## config.mk

```make
export PLATFORM = sky130hd
export DESIGN_NAME = vec_instr_decoder_flat
export DESIGN_NICKNAME = d
export VERILOG_FILES = /design/src/rtl/vec_pkg.sv /design/src/rtl/vec_instr_decoder_if.sv /design/src/rtl/vec_issue_throttle.sv /design/src/rtl/vec_instr_decoder.sv /design/src/flat_wrapper.sv
export SDC_FILE = /design/constraint.sdc
export NUM_CORES = 1
export LEC_CHECK = 0
export BUFFER_PORTS_ARGS = -buffer_cell sky130_fd_sc_hd__buf_2
export CAP_MARGIN = 20
export CORE_MARGIN = 10
export CORE_UTILIZATION = 48
export CTS_CLUSTER_DIAMETER = 40
export DETAILED_ROUTE_END_ITERATION = 10
export PLACE_DENSITY = 0.84
export SLEW_MARGIN = 20
export SYNTH_ARGS = -nofsm -noshare
export SYNTH_HDL_FRONTEND = slang
export SYNTH_HIERARCHICAL = 1
export SYNTH_SLANG_ARGS = --single-unit
```

## constraint.sdc

```tcl
create_clock -name clk_i -period 6 [get_ports clk_i]
set_input_delay 0.6 -clock clk_i [delete_from_list [all_inputs] [get_ports clk_i]]
set_output_delay 0.6 -clock clk_i [all_outputs]
set_load 0.01 [all_outputs]
```

## src/rtl/vec_pkg.sv

```systemverilog
// vec_pkg: shared encodings, FSM state type and width helpers for the vector decoder
package vec_pkg;

    localparam logic [6:0] OPC_VARITH = 7'b1010111;
    localparam logic [6:0] OPC_VLOAD  = 7'b0000111;
    localparam logic [6:0] OPC_VSTORE = 7'b0100111;

    localparam logic [5:0] F6_ADD = 6'b000000;
    localparam logic [5:0] F6_SUB = 6'b000010;

    localparam logic [2:0] F3_OPIVV = 3'b000;
    localparam logic [2:0] F3_CFG   = 3'b111;

    typedef enum logic {IDLE, BUSY} state_t;

    function automatic int log2c(input int n);
        return $clog2(n);
    endfunction

    // Bits needed to index n items, never less than one.
    function automatic int bitwidth(input int n);
        return (n <= 1) ? 1 : log2c(n);
    endfunction

endpackage

```

## src/rtl/vec_instr_decoder_if.sv

```systemverilog
// vec_instr_decoder_if: CVXIF-side issue channel into the vector decoder
//   instr_valid_i  source offers an instruction
//   instr_ready_o  decoder can accept
//   instr_i        32-bit instruction word
//   rs1_data_i     scalar rs1 operand (AVL or base address)
interface vec_instr_decoder_if #(
    parameter int DATA_WIDTH = 32
);
    logic                  instr_valid_i;
    logic                  instr_ready_o;
    logic [31:0]           instr_i;
    logic [DATA_WIDTH-1:0] rs1_data_i;

    modport master (output instr_valid_i, instr_i, rs1_data_i, input instr_ready_o);
    modport slave  (input instr_valid_i, instr_i, rs1_data_i, output instr_ready_o);
endinterface

```

## src/rtl/vec_issue_throttle.sv

```systemverilog
// vec_issue_throttle: holds off issue while the previous vector op streams its elements
//   clk_i, rst_i  clock, asynchronous active-high reset
//   start_i       an op was accepted this cycle
//   vl_last_i     VL-1 in effect at the accepting edge
//   ready_o       high only in IDLE
module vec_issue_throttle
    import vec_pkg::*;
#(
    parameter int VLW       = 4,
    parameter int ISSUE_GAP = 2,
    parameter int CW        = 6
) (
    input  logic           clk_i,
    input  logic           rst_i,
    input  logic           start_i,
    input  logic [VLW-1:0] vl_last_i,
    output logic           ready_o
);

    state_t          state_q, state_d;
    logic [CW-1:0]   cnt_q, cnt_d;

    always_ff @(posedge clk_i or posedge rst_i) begin
        if (rst_i) begin
            state_q <= IDLE;
            cnt_q   <= '0;
        end else begin
            state_q <= state_d;
            cnt_q   <= cnt_d;
        end
    end

    // BUSY lasts cnt+1 cycles, so loading VL+GAP-1 stalls for exactly VL+GAP.
    always_comb begin
        state_d = state_q;
        cnt_d   = cnt_q;
        case (state_q)
            IDLE: if (start_i) begin
                state_d = BUSY;
                cnt_d   = CW'(vl_last_i) + CW'(ISSUE_GAP);
            end
            BUSY: if (cnt_q == '0) state_d = IDLE;
                  else             cnt_d   = cnt_q - 1'b1;
            default: state_d = IDLE;
        endcase
    end

    assign ready_o = (state_q == IDLE);

endmodule

```

## src/rtl/vec_instr_decoder.sv

```systemverilog
// vec_instr_decoder: decodes vector instructions into op strobes/fields and owns VL
//   clk_i, rst_i                  clock, asynchronous active-high reset
//   bus                           issue channel (valid/ready, instr, rs1 data)
//   add_o/sub_o/load_o/store_o    one-cycle op strobes, cycle after transfer
//   src1_o/src2_o/dst_o           register indices
//   addr_o                        load/store address
//   vector_length_reg_o           current VL-1
//   illegal_o                     one-cycle pulse on an undecodable instruction
module vec_instr_decoder
    import vec_pkg::*;
#(
    parameter int NUM_REGS      = 4,
    parameter int DATA_WIDTH    = 32,
    parameter int MVL           = 16,
    parameter int ADDRESS_WIDTH = 10,
    parameter int ISSUE_GAP     = 2,
    localparam int RW           = bitwidth(NUM_REGS),
    localparam int VLW          = bitwidth(MVL)
) (
    input  logic                     clk_i,
    input  logic                     rst_i,
    vec_instr_decoder_if.slave       bus,
    output logic                     add_o,
    output logic                     sub_o,
    output logic                     load_o,
    output logic                     store_o,
    output logic [RW-1:0]            src1_o,
    output logic [RW-1:0]            src2_o,
    output logic [RW-1:0]            dst_o,
    output logic [ADDRESS_WIDTH-1:0] addr_o,
    output logic [VLW-1:0]           vector_length_reg_o,
    output logic                     illegal_o
);

    localparam int CW = bitwidth(MVL + ISSUE_GAP) + 1;

    logic [6:0] opc;
    logic [4:0] vd, vs1, vs2;
    logic [2:0] f3;
    logic [5:0] f6;
    logic       unused_vm;

    assign opc       = bus.instr_i[6:0];
    assign vd        = bus.instr_i[11:7];
    assign f3        = bus.instr_i[14:12];
    assign vs1       = bus.instr_i[19:15];
    assign vs2       = bus.instr_i[24:20];
    assign unused_vm = bus.instr_i[25];
    assign f6        = bus.instr_i[31:26];

    function automatic logic reg_ok(input logic [4:0] r);
        return int'(r) < NUM_REGS;
    endfunction

    logic is_add, is_sub, is_cfg, is_load, is_store, regs_ok;
    logic do_add, do_sub, do_load, do_store, do_op, bad, xfer, ready;

    assign is_add   = opc == OPC_VARITH && f3 == F3_OPIVV && f6 == F6_ADD;
    assign is_sub   = opc == OPC_VARITH && f3 == F3_OPIVV && f6 == F6_SUB;
    assign is_cfg   = opc == OPC_VARITH && f3 == F3_CFG;
    assign is_load  = opc == OPC_VLOAD;
    assign is_store = opc == OPC_VSTORE;

    // Only the register fields an op actually uses are range-checked.
    assign regs_ok = (is_add || is_sub) ? reg_ok(vd) && reg_ok(vs1) && reg_ok(vs2) :
                     is_load            ? reg_ok(vd) :
                     is_store           ? reg_ok(vd) : 1'b1;

    assign do_add   = is_add && regs_ok;
    assign do_sub   = is_sub && regs_ok;
    assign do_load  = is_load && regs_ok;
    assign do_store = is_store && regs_ok;
    assign do_op    = do_add || do_sub || do_load || do_store;
    assign bad      = !(do_op || is_cfg);
    assign xfer     = bus.instr_valid_i && ready;

    // Clamp at full operand width so large AVLs cannot alias after truncation.
    logic [DATA_WIDTH-1:0] avl;
    logic [VLW-1:0]        vl_last_new;

    assign avl         = bus.rs1_data_i;
    assign vl_last_new = (avl == '0)                ? '0 :
                         (avl >= DATA_WIDTH'(MVL))  ? VLW'(MVL - 1) :
                                                      VLW'(avl - 1'b1);

    always_ff @(posedge clk_i or posedge rst_i) begin
        if (rst_i) begin
            add_o               <= 1'b0;
            sub_o               <= 1'b0;
            load_o              <= 1'b0;
            store_o             <= 1'b0;
            illegal_o           <= 1'b0;
            src1_o              <= '0;
            src2_o              <= '0;
            dst_o               <= '0;
            addr_o              <= '0;
            vector_length_reg_o <= VLW'(MVL - 1);
        end else begin
            add_o     <= xfer && do_add;
            sub_o     <= xfer && do_sub;
            load_o    <= xfer && do_load;
            store_o   <= xfer && do_store;
            illegal_o <= xfer && bad;
            if (xfer && (do_add || do_sub)) begin
                src1_o <= vs1[RW-1:0];
                src2_o <= vs2[RW-1:0];
                dst_o  <= vd[RW-1:0];
            end
            if (xfer && do_load) begin
                dst_o  <= vd[RW-1:0];
                addr_o <= bus.rs1_data_i[ADDRESS_WIDTH-1:0];
            end
            if (xfer && do_store) begin
                src1_o <= vd[RW-1:0];
                addr_o <= bus.rs1_data_i[ADDRESS_WIDTH-1:0];
            end
            if (xfer && is_cfg) vector_length_reg_o <= vl_last_new;
        end
    end

    vec_issue_throttle #(
        .VLW       (VLW),
        .ISSUE_GAP (ISSUE_GAP),
        .CW        (CW)
    ) u_throttle (
        .clk_i     (clk_i),
        .rst_i     (rst_i),
        .start_i   (xfer && do_op),
        .vl_last_i (vector_length_reg_o),
        .ready_o   (ready)
    );

    assign bus.instr_ready_o = ready;

endmodule

```

## src/flat_wrapper.sv

```systemverilog
// flat-port wrapper written by rule: the top's interface ports become plain ports
module vec_instr_decoder_flat import vec_pkg::*;
#(
    parameter int NUM_REGS      = 4,
    parameter int DATA_WIDTH    = 32,
    parameter int MVL           = 16,
    parameter int ADDRESS_WIDTH = 10,
    parameter int ISSUE_GAP     = 2,
    localparam int RW           = bitwidth(NUM_REGS),
    localparam int VLW          = bitwidth(MVL)
)
  (clk_i, rst_i, add_o, sub_o, load_o, store_o, src1_o, src2_o, dst_o, addr_o, vector_length_reg_o, illegal_o, bus_instr_valid_i, bus_instr_i, bus_rs1_data_i, bus_instr_ready_o);
  vec_instr_decoder_if #(.DATA_WIDTH(DATA_WIDTH)) bus_i ();
  input  logic clk_i;
  input  logic rst_i;
  output logic add_o;
  output logic sub_o;
  output logic load_o;
  output logic store_o;
  output logic [RW-1:0] src1_o;
  output logic [RW-1:0] src2_o;
  output logic [RW-1:0] dst_o;
  output logic [ADDRESS_WIDTH-1:0] addr_o;
  output logic [VLW-1:0] vector_length_reg_o;
  output logic illegal_o;
  input wire logic [$bits(bus_i.instr_valid_i)-1:0] bus_instr_valid_i;
  input wire logic [$bits(bus_i.instr_i)-1:0] bus_instr_i;
  input wire logic [$bits(bus_i.rs1_data_i)-1:0] bus_rs1_data_i;
  output wire logic [$bits(bus_i.instr_ready_o)-1:0] bus_instr_ready_o;
  assign bus_i.instr_valid_i = bus_instr_valid_i;
  assign bus_i.instr_i = bus_instr_i;
  assign bus_i.rs1_data_i = bus_rs1_data_i;
  assign bus_instr_ready_o = bus_i.instr_ready_o;
  vec_instr_decoder #(.NUM_REGS(NUM_REGS), .DATA_WIDTH(DATA_WIDTH), .MVL(MVL), .ADDRESS_WIDTH(ADDRESS_WIDTH), .ISSUE_GAP(ISSUE_GAP)) u_core (.clk_i(clk_i), .rst_i(rst_i), .bus(bus_i), .add_o(add_o), .sub_o(sub_o), .load_o(load_o), .store_o(store_o), .src1_o(src1_o), .src2_o(src2_o), .dst_o(dst_o), .addr_o(addr_o), .vector_length_reg_o(vector_length_reg_o), .illegal_o(illegal_o));
endmodule
```

== Word level (Yosys, flattened, before mapping) ==
Index checks and enable logic that the tools add are counted.

* Register bits: 32
* Input port bits: 67
* Output and inout bits: 26

* $add $sub $neg: 3
* Magnitude comparators: 4
* Equality and inequality tests: 7
* Multiplexer cells: 17
* Bitwise operators: 1
* Reduce and logical (&&, ||, !) cells: 33

{| class="wikitable"
|+ Operators by type and width
! cell !! count
|-
| 32-bit by 5-bit greater-or-equal comparator with 1-bit output, second input constant || 1
|-
| 32-bit zero test || 1
|-
| 10-bit two-way mux || 2
|-
| 1-bit logical AND || 19
|-
| 5-bit by 3-bit < comparator with 1-bit output, second input constant || 3
|-
| 6-bit zero test || 2
|-
| 6-bit two-way mux || 2
|-
| 6-bit one-hot mux with 2 select lines || 1
|-
| 2-bit two-way mux || 4
|-
| 4-bit two-way mux || 2
|-
| 7-bit by 3-bit == test with 1-bit output, second input constant || 1
|-
| 7-bit by 6-bit == test with 1-bit output, second input constant || 1
|-
| 7-bit == test, second input constant || 1
|-
| 6-bit by 2-bit == test with 1-bit output, second input constant || 1
|-
| 2-bit nonzero test || 3
|-
| 6-bit by 1-bit subtractor with 6-bit output, second input constant || 1
|-
| 4-bit by 2-bit adder with 5-bit output, second input constant || 1
|-
| 1-bit logical OR || 5
|-
| 1-bit two-way mux || 5
|-
| 2-bit inequality test, second input constant || 2
|-
| 4-bit by 1-bit subtractor with 4-bit output, second input constant || 1
|-
| 3-bit == test, second input constant || 1
|-
| 3-bit zero test || 1
|-
| 1-bit one-hot mux with 2 select lines || 1
|-
| other kinds (3) || 3
|}

== Depth between registers and ports, before layout ==
Gate-level depths: netlist of run 1.

* Depth in word-level cells: 12
* Depth in mapped cells: 8
* Depth with buffers taken out: 8

== Cells and area by module ==
Netlist of run 1, hierarchy kept.

{| class="wikitable"
|+ By module, submodules not included
! module !! times used !! cells each !! area an instance (µm²) !! sequential area each (µm²)
|-
| vec_instr_decoder || 1 || 116 || 1241.2 || 630.6
|-
| vec_issue_throttle || 1 || 48 || 471.7 || 175.2
|}

== Worst setup path before layout of run 1 ==
No wires, ideal clock.

* Path kind: input to register
* Start: input port bus_instr_i[12]
* End: register u_core.u_throttle.cnt_q[4]
* Arrival time: 2.277 ns
* Setup slack: 3.602 ns
* Stages on the path: 6
* Buffers on the path: 0
* Path through: or4_4 > nor4_1 > nand3_1 > nand2_1 > nand2b_1 > a32o_1

* Longest elaborated chain between the ends: 12

{| class="wikitable"
|+ Ends and longest elaborated chain
! item !! line !! text
|-
| start, declared || flat_wrapper.sv:27 || <nowiki>input wire logic [$bits(bus_i.instr_i)-1:0] bus_instr_i;</nowiki>
|-
| 3-bit zero test * || vec_instr_decoder.sv:58, vec_instr_decoder.sv:59 ||
|-
| 1-bit logical AND * || vec_instr_decoder.sv:58, vec_instr_decoder.sv:59 ||
|-
| 1-bit logical AND, on equally long branches || vec_instr_decoder.sv:58, vec_instr_decoder.sv:59 ||
|-
| 1-bit logical OR || vec_instr_decoder.sv:65 || <nowiki>assign regs_ok = (is_add || is_sub) ? reg_ok(vd) && reg_ok(vs1) && reg_ok(vs2) :</nowiki>
|-
| 1-bit two-way mux || vec_instr_decoder.sv:65 ||
|-
| 1-bit logical AND, on equally long branches || vec_instr_decoder.sv:69, vec_instr_decoder.sv:70 ||
|-
| 1-bit logical OR (2 in series) || vec_instr_decoder.sv:73 || <nowiki>assign do_op = do_add || do_sub || do_load || do_store;</nowiki>
|-
| 1-bit logical OR * || vec_instr_decoder.sv:73 ||
|-
| 1-bit logical AND * || vec_instr_decoder.sv:128 || <nowiki>.start_i (xfer && do_op),</nowiki>
|-
| 2-bit inequality test (no source line) * || -- ||
|-
| 2-bit AND reduction (no source line) * || -- ||
|-
| end signal, assigned || vec_issue_throttle.sv:29 || <nowiki>cnt_q <= cnt_d;</nowiki>
|-
| end, declared || vec_issue_throttle.sv:21 || <nowiki>logic [CW-1:0] cnt_q, cnt_d;</nowiki>
|}

Every way passes the cells marked *; elsewhere a longest branch is shown, timed or not.
A chain may end at the register's enable or synchronous reset.

== Worst setup path after layout of run 1 ==
* Start: register u_core.u_throttle.state_q
* End: register u_core.u_throttle.cnt_q[3]

* Longest elaborated chain between the ends: 5

{| class="wikitable"
|+ Ends and longest elaborated chain
! item !! line !! text
|-
| start, declared || vec_issue_throttle.sv:20 || <nowiki>state_t state_q, state_d;</nowiki>
|-
| start signal, assigned || vec_issue_throttle.sv:28 || <nowiki>state_q <= state_d;</nowiki>
|-
| 1-bit NOT || -- ||
|-
| 1-bit logical AND || vec_instr_decoder.sv:75 || <nowiki>assign xfer = bus.instr_valid_i && ready;</nowiki>
|-
| 1-bit logical AND || vec_instr_decoder.sv:128 ||
|-
| 2-bit inequality test (no source line) || -- ||
|-
| 2-bit AND reduction (no source line) || -- ||
|}

Parallel ways exist; a longest one is shown, timed or not.

==> results.json, run 1 <==
{
  "cts_tree": "done",
  "cap_violations": 0,
  "path_clk_slew_ns": 0.09,
  "grt_pass1_vias": 1879,
  "cp_num_cells": 7,
  "slew-limit-headroom_pct": 38.4,
  "yosysSeqAreaShare_pct": 47.0,
  "r2r-end": "u_core/u_throttle/cnt_q[3]",
  "dieHeight_um": 79.7,
  "period_needed_ns": 2.70,
  "wire_per_inst_um": 16.1,
  "critPathMaxStageDelay_ns": 0.69,
  "setup_viol": 0,
  "critical_path_class": "reg2reg",
  "power_mw": 0.514,
  "cts.path.max_buffers": 2,
  "synthFlopType": "dfrtp_1",
  "path_cells": "inv_1, and2_1, nand4_1, nand2_1, nand2b_1, a2bb2oi_1, o22ai_1",
  "cts_made_buffers": 5,
  "reg2reg_depth": 7,
  "track_usage_pct": 16.6,
  "dpl.hpwl_mm": 4.21,
  "num-nets-final": 333,
  "cpLargestDelayFamily": "simple AND/OR/NAND/NOR gates",
  "postCtsSetupBuffers": 0,
  "ant_nets": 0,
  "io_buffers": 91,
  "ys_warn_count": 6,
  "hold_buffers": 0,
  "synth_edf_count": 0,
  "min_path_type": "in2async",
  "setup_tns_ns": 0,
  "clock_sink_count": 32,
  "area_delta_synth_final_pct": 34.1,
  "ff_latch_area_um2": 806,
  "startpoint_type": "flip-flop",
  "slew_viol_final": 0,
  "initial_core_util_pct": 50.5,
  "antenna_found_initial": 0,
  "syn_area_per_cell_um2": 10.4,
  "grt_max_degree": 26,
  "io_pins": 93,
  "core_area_um2": 3390,
  "postSynthCellCount": 164,
  "worst-path-buf-inv": 1,
  "viasPerCell": 5.34,
  "fill_cells": 277,
  "rows": 21,
  "fmax_ghz": 0.371,
  "multi_input_comb_area_um2": 872,
  "tightest_slew_ns": 0.923,
  "worst_ep_required_time_ns": 6.25,
  "drt-total-wl_mm": 4.97,
  "finalClockSkew_ns": 0.00525,
  "p_per_area_nw_per_um2": 224,
  "leakage_nw": 1.20,
  "drc": 0,
  "synth_cell_types": 43,
  "fin_util_pct": 67.8,
  "grt_pass1_wl_mm": 8.49,
  "r2r_slack_ns": 3.30,
  "fin_crit_sh_pct": 44.9,
  "grt-ovfl-total": 0,
  "cp_slowest_cell": "nand4_1",
  "drive_gt1_share_pct": 47.3,
  "critPathArrivalTime_ns": 2.95,
  "synth_area_um2": 1710,
  "hold_viol_final": 0,
  "post_cts_resized": 0,
  "vdd_ir_drop_max_v": 0.000153,
  "first_pass_iters": 4,
  "die-area_um2": 6360,
  "ys_ff_latch": 32,
  "die_w_um": 79.7,
  "gp_congestion": 0.906,
  "critPathMaxFanout": 18,
  "r2r_start": "u_core/u_throttle/state_q",
  "syn-num-nets": 236,
  "rsz0062_at_grt": "false",
  "instances_no_fill": 308,
  "drt_iter0_drc": 67,
  "dp.cells": 300,
  "end_kind": "flip-flop",
  "clock_latency_ns": 0.33,
  "htree_levels": 2,
  "status": "completed",
  "root_buffer": "clkbuf_4",
  "async_reset_ff_share_pct": 100,
  "diodes": 0,
  "vias": 1646
}
## synthesized netlist by cell type (3+ instances only)
library cell   n  share of area (%)
a31oi_1        6                2.2
o21ai_0        4                1.2
nand4_1        4                1.5
a21oi_1        5                1.5
or2_2          4                1.5
mux2_2        10                6.6
nor2_1        14                3.1
o31ai_1        3                1.3
nand3_1        6                1.8
dfstp_2        4                6.1
nor4_1        10                3.7
nor3_1         4                1.2
nand2b_1       3                1.1
inv_1         10                2.2
nand2_1       10                2.2
ha_1           5                3.7
dfrtp_1       28                 41
## sequential cells by signal, indices dropped and copies added (netlist names)
| register | count |
|---|---|
| u_core/store_o | 1 |
| u_core/add_o | 1 |
| u_core/addr_o | 10 |
| u_core/load_o | 1 |
| u_core/dst_o | 2 |
| u_core/src2_o | 2 |
| u_core/illegal_o | 1 |
| u_core/u_throttle/cnt_q | 6 |
| u_core/u_throttle/state_q | 1 |
| u_core/sub_o | 1 |
| u_core/src1_o | 2 |
| u_core/vector_length_reg_o | 4 |
## cells by family after synthesis
group / share of synthesized area, %
AO/OA/AOI/OAI: 11.8
flip-flops: 47.0
buffers and inverters: 2.41
adder cells (fa/ha/maj): 3.65
multiplexers: 8.47
AND/OR/NAND/NOR: 25.1
XOR/XNOR: 1.53
## final cells by class
class	instances	area share, %
clock buffers	8	3.00
multi-input cells	121	38.0
inverters	10	1.63
repair buffers	91	19.8
flip-flops and latches	32	35.1
well taps	46	2.51
## placed cells by master (no fill, tap or decap), types with 3 or more instances in the layout
cell       n
buf_2     91
dfrtp_1   28
nor2_1    14
mux2_2    10
nand2_1   10
inv_1     10
nor4_1     9
nand3_1    6
a31oi_1    6
clkbuf_4   5
a21oi_1    5
ha_1       5
nor3_1     4
nand4_1    4
or2_2      4
o21ai_0    4
dfstp_2    4
o31ai_1    3
nand2b_1   3
## power by group
part / total [mW] / switching [mW] / internal, mW
combinational: 0.108 / 0.0499 / 0.0582
sequential: 0.268 / 0.0292 / 0.239
clock: 0.138 / 0.0693 / 0.0689
## how the worst max path moves through the flow
stage / start / to / slack [ns]
detailed placement: bus_instr_i[10] / u_core/u_throttle/cnt_q[3] / 3.06
global placement: bus_instr_i[10] / u_core/u_throttle/cnt_q[3] / 3.17
global route: u_core/u_throttle/state_q / u_core/u_throttle/cnt_q[3] / 3.06
finish: u_core/u_throttle/state_q / u_core/u_throttle/cnt_q[3] / 3.30
CTS: u_core/u_throttle/state_q / u_core/u_throttle/cnt_q[3] / 3.33
floorplan: bus_instr_i[12] / u_core/u_throttle/cnt_q[4] / 3.60
## layer usage
metal	global-route usage, %	routed length (um)	share of wire, %
met2	27.2	2480	50
met3	9.01	547	11
met1	17.7	1880	38
met5	0	0	0
met4	5.63	63	1.3
## per-stage QoR
stage          hold slack [ns]  worst slack [ns]  instance area, um^2
6_report                 0.203              3.30                 2300
5_1_grt                  0.217              3.06                 2300
4_1_cts                  0.206              3.33                 2290
3_5_place_dp             0.471              3.06                 2220
3_3_place_gp             0.463              3.17                 2220
2_1_floorplan            0.403              3.60                 1710
Note: power is estimated with default switching activity, not from simulation.
==> run 2, diff against run 1 <==
--- a/config.mk
+++ b/config.mk
@@ -5,13 +5,14 @@
 export SDC_FILE = /design/constraint.sdc
 export NUM_CORES = 1
 export LEC_CHECK = 0
+export ABC_AREA = 1
 export BUFFER_PORTS_ARGS = -buffer_cell sky130_fd_sc_hd__buf_2
 export CAP_MARGIN = 20
 export CORE_MARGIN = 10
-export CORE_UTILIZATION = 48
+export CORE_UTILIZATION = 42
 export CTS_CLUSTER_DIAMETER = 40
 export DETAILED_ROUTE_END_ITERATION = 10
-export PLACE_DENSITY = 0.84
+export PLACE_DENSITY = 0.75
 export SLEW_MARGIN = 20
 export SYNTH_ARGS = -nofsm -noshare
 export SYNTH_HDL_FRONTEND = slang
==> constraint.sdc (replaced) <==
create_clock -name clk_i -period 2.2 [get_ports clk_i]
set_input_delay 0.22 -clock clk_i [delete_from_list [all_inputs] [get_ports clk_i]]
set_output_delay 0.22 -clock clk_i [all_outputs]
set_load 0.01 [all_outputs]
==> run 2 against run 1 <==
Effect of this change: total power rose to 2.8 times the previous value; core utilization down 9.3 points; routed wire length fell by 0.99%; maximum frequency up 53%; via count up 13%; first-iteration DRC count fell by 1.5%; critical path type unchanged; largest cell class unchanged; largest power group unchanged; highest routed layer unchanged.
==> results.json, run 2 <==
{
  "final_area_um2": 2600,
  "cts.path.max_buffers": 2,
  "synth.area.top_cells": "dfrtp_1 (35%), nand2_1 (14%), inv_1 (6.6%)",
  "cts_made_buffers": 5,
  "worst_ep_required_time_ns": 2.37,
  "synth_cell_types": 30,
  "async_reset_ff_share_pct": 100,
  "gp_congestion": 0.804,
  "vias": 1868,
  "cap_violations": 0,
  "critPathArrivalTime_ns": 1.93,
  "place_area_um2": 2490,
  "clock_latency_ns": 0.28,
  "busiest_layer": "met2",
  "grt_pass1_vias": 1866,
  "fin_ws_ns": 0.443,
  "rsz0062_at_grt": "false",
  "die-area_um2": 7860,
  "yosysTopAreaCellShare_pct": 35.4,
  "cts_tree": "done",
  "dp.cells": 397,
  "synth_area_um2": 1980,
  "viasPerCell": 4.61,
  "power_frac_comb_pct": 21.1,
  "hp-start": "bus_instr_i[27]",
  "diodes": 0,
  "r2r_slack_ns": 0.44,
  "ff_latch_area_um2": 806,
  "mostFrequentLayoutCells": "buf_2 (91), nand2_1 (73), inv_1 (35)",
  "syn_area_per_cell_um2": 7.79,
  "critPathMaxFanout": 10,
  "cpLargestDelayFamily": "simple AND/OR/NAND/NOR gates",
  "min_path_type": "in2reg",
  "end_kind": "flip-flop",
  "leakage_nw": 1.53,
  "core_area_um2": 4440,
  "largest_reg_flops": 10,
  "drc": 0,
  "slew_viol_final": 0,
  "path_cells": "inv_2, nand2_1, inv_2, nand3_2, nand2_1, nor2_2, nor2_8, nand2_1, nand2_1, nand2_1",
  "final_common_cell": "buf_2",
  "fmax_ghz": 0.569,
  "yosys.area.top_type": "dfrtp_1",
  "dpl.hpwl_mm": 4.25,
  "critical_path_class": "reg2reg",
  "cp_slowest_cell": "dfrtp_1",
  "intPower_mw": 1.03,
  "drive_gt1_share_pct": 41.1,
  "drt_iter0_drc": 66,
  "ys_warn_count": 6,
  "postSynthCellCount": 254,
  "r2r_start": "u_core/u_throttle/state_q",
  "synth_edf_count": 0,
  "io_pins": 93,
  "post_cts_resized": 0,
  "area_delta_synth_final_pct": 31.3,
  "holdPathEnd": "u_core/add_o",
  "antenna_found_initial": 0,
  "synthTopCellsByCount": "nand2_1 (73), inv_1 (35), dfrtp_1 (28)",
  "num-nets-final": 425,
  "p_per_area_nw_per_um2": 552,
  "status": "completed",
  "critPathMaxStageDelay_ns": 0.49,
  "grt_use_met2_pct": 21.7,
  "vdd_ir_drop_max_v": 0.000241,
  "synth_most_common_cell": "nand2_1",
  "io_buffers": 91,
  "htree_levels": 2,
  "synthFlopType": "dfrtp_1",
  "multi_input_comb_area_um2": 987,
  "initial_core_util_pct": 44.5,
  "root_buffer": "clkbuf_8",
  "ys_ff_latch": 32,
  "r2r-end": "u_core/u_throttle/cnt_q[3]",
  "wire_per_inst_um": 12.2,
  "track_usage_pct": 12.8,
  "drt-total-wl_mm": 4.92,
  "hold_path_depth": 2,
  "fill_cells": 433,
  "first_pass_iters": 4,
  "pwr-share-seq_pct": 45.4,
  "clock_sink_count": 32,
  "path_clk_slew_ns": 0.06,
  "tightest_slew_ns": 0.431,
  "slew-limit-headroom_pct": 71.2,
  "syn-num-nets": 326,
  "grt-ovfl-total": 0,
  "reg2reg_depth": 10,
  "use_met3_pct": 5.97,
  "reg_top3": "u_core/addr_o x10, u_core/u_throttle/cnt_q x6, u_core/vector_length_reg_o x4",
  "hold_viol_final": 0,
  "yosysSeqAreaShare_pct": 40.7,
  "fin_crit_sh_pct": 79.9,
  "use_met1_pct": 13.3,
  "instances_no_fill": 405,
  "setup_viol": 0,
  "p_sw_mw": 0.401,
  "regMostFlops": "u_core/addr_o",
  "grt_pass1_wl_mm": 7.93,
  "finalClockSkew_ns": 0.00316,
  "switching_share_pct": 28.0,
  "worst-path-buf-inv": 2,
  "dieHeight_um": 88.7,
  "clkPwrFrac_pct": 33.5,
  "ant_nets": 0,
  "rows": 24,
  "crit_path_frequent_cell": "nand2_1",
  "startpoint_type": "flip-flop",
  "period_needed_ns": 1.76,
  "die_w_um": 88.7,
  "setup_tns_ns": 0,
  "grt_max_degree": 19,
  "preCtsSetupSlack_ns": 0.453
}
## run 2: worst max-delay path by stage
stage / from / endpoint / cells past startpoint / slack, ns
after global routing: u_core/u_throttle/state_q / u_core/u_throttle/cnt_q[3] / 10 / 0.29
final: u_core/u_throttle/state_q / u_core/u_throttle/cnt_q[3] / 10 / 0.44
after floorplan: u_core/u_throttle/state_q / u_core/u_throttle/cnt_q[2] / 12 / 0.45
after CTS: u_core/u_throttle/state_q / u_core/u_throttle/cnt_q[3] / 10 / 0.44
after detailed placement: u_core/u_throttle/state_q / u_core/u_throttle/cnt_q[3] / 10 / 0.45
after global placement: u_core/u_throttle/state_q / u_core/u_throttle/cnt_q[3] / 10 / 0.48
## run 2: metal layers
metal  share of wire [%]  up-vias
met4                 1.6        0
met5                   0        -
met3                  11        6
li1                    -      986
met1                  41      809
met2                  47       67
## run 2: final cells by class
type                            instances  share of cell area (%)
Sequential cell                        32                    31.0
Tap cell                               52                    2.50
Clock buffer                            7                    3.71
Timing Repair Buffer                   95                    18.8
Inverter                               41                    6.02
Multi-Input combinational cell        178                    38.0
## run 2: timing repair
item / CTS / global route
hold endpoints to repair: 13 / 0
setup buffers: 0 / 0
hold buffers: 1 / 0
## run 2: stage by stage
stage          total power [mW]  hold slack [ns]  util [%]
3_5_place_dp              0.969            0.181      56.1
5_1_grt                    1.52           0.0981      58.5
6_report                   1.43            0.106      58.5
2_1_floorplan             0.856           0.0234         -
3_3_place_gp              0.957            0.178      56.1
4_1_cts                    1.45           0.0935      58.5
## run 2: power groups by stage
stage	Combinational (mW)	Sequential, mW	Clock (mW)
floorplan	0.199	0.658	0
global route	0.346	0.657	0.516
CTS	0.311	0.651	0.492
global placement	0.296	0.661	0
finish	0.303	0.651	0.480
detailed placement	0.308	0.661	0
## run 2: worst reg2reg max path: stages (launching register included)
cell and delay, ns:
dfrtp_1 0.49, inv_2 0.17, nand2_1 0.13, inv_2 0.20, nand3_2 0.11, nand2_1 0.08
nor2_2 0.06, nor2_8 0.22, nand2_1 0.08, nand2_1 0.06, nand2_1 0.04
## run 2: logic make-up after synthesis
| logic type | after synthesis | synth area share (%) |
|---|---|---|
| AO/OA/AOI/OAI | 16 | 6.07 |
| multiplexers | 1 | 0.506 |
| flip-flops | 32 | 40.7 |
| XOR/XNOR | 3 | 1.33 |
| buffers and inverters | 44 | 9.42 |
| adder cells (fa/ha/maj) | 5 | 3.16 |
| AND/OR/NAND/NOR | 153 | 38.8 |
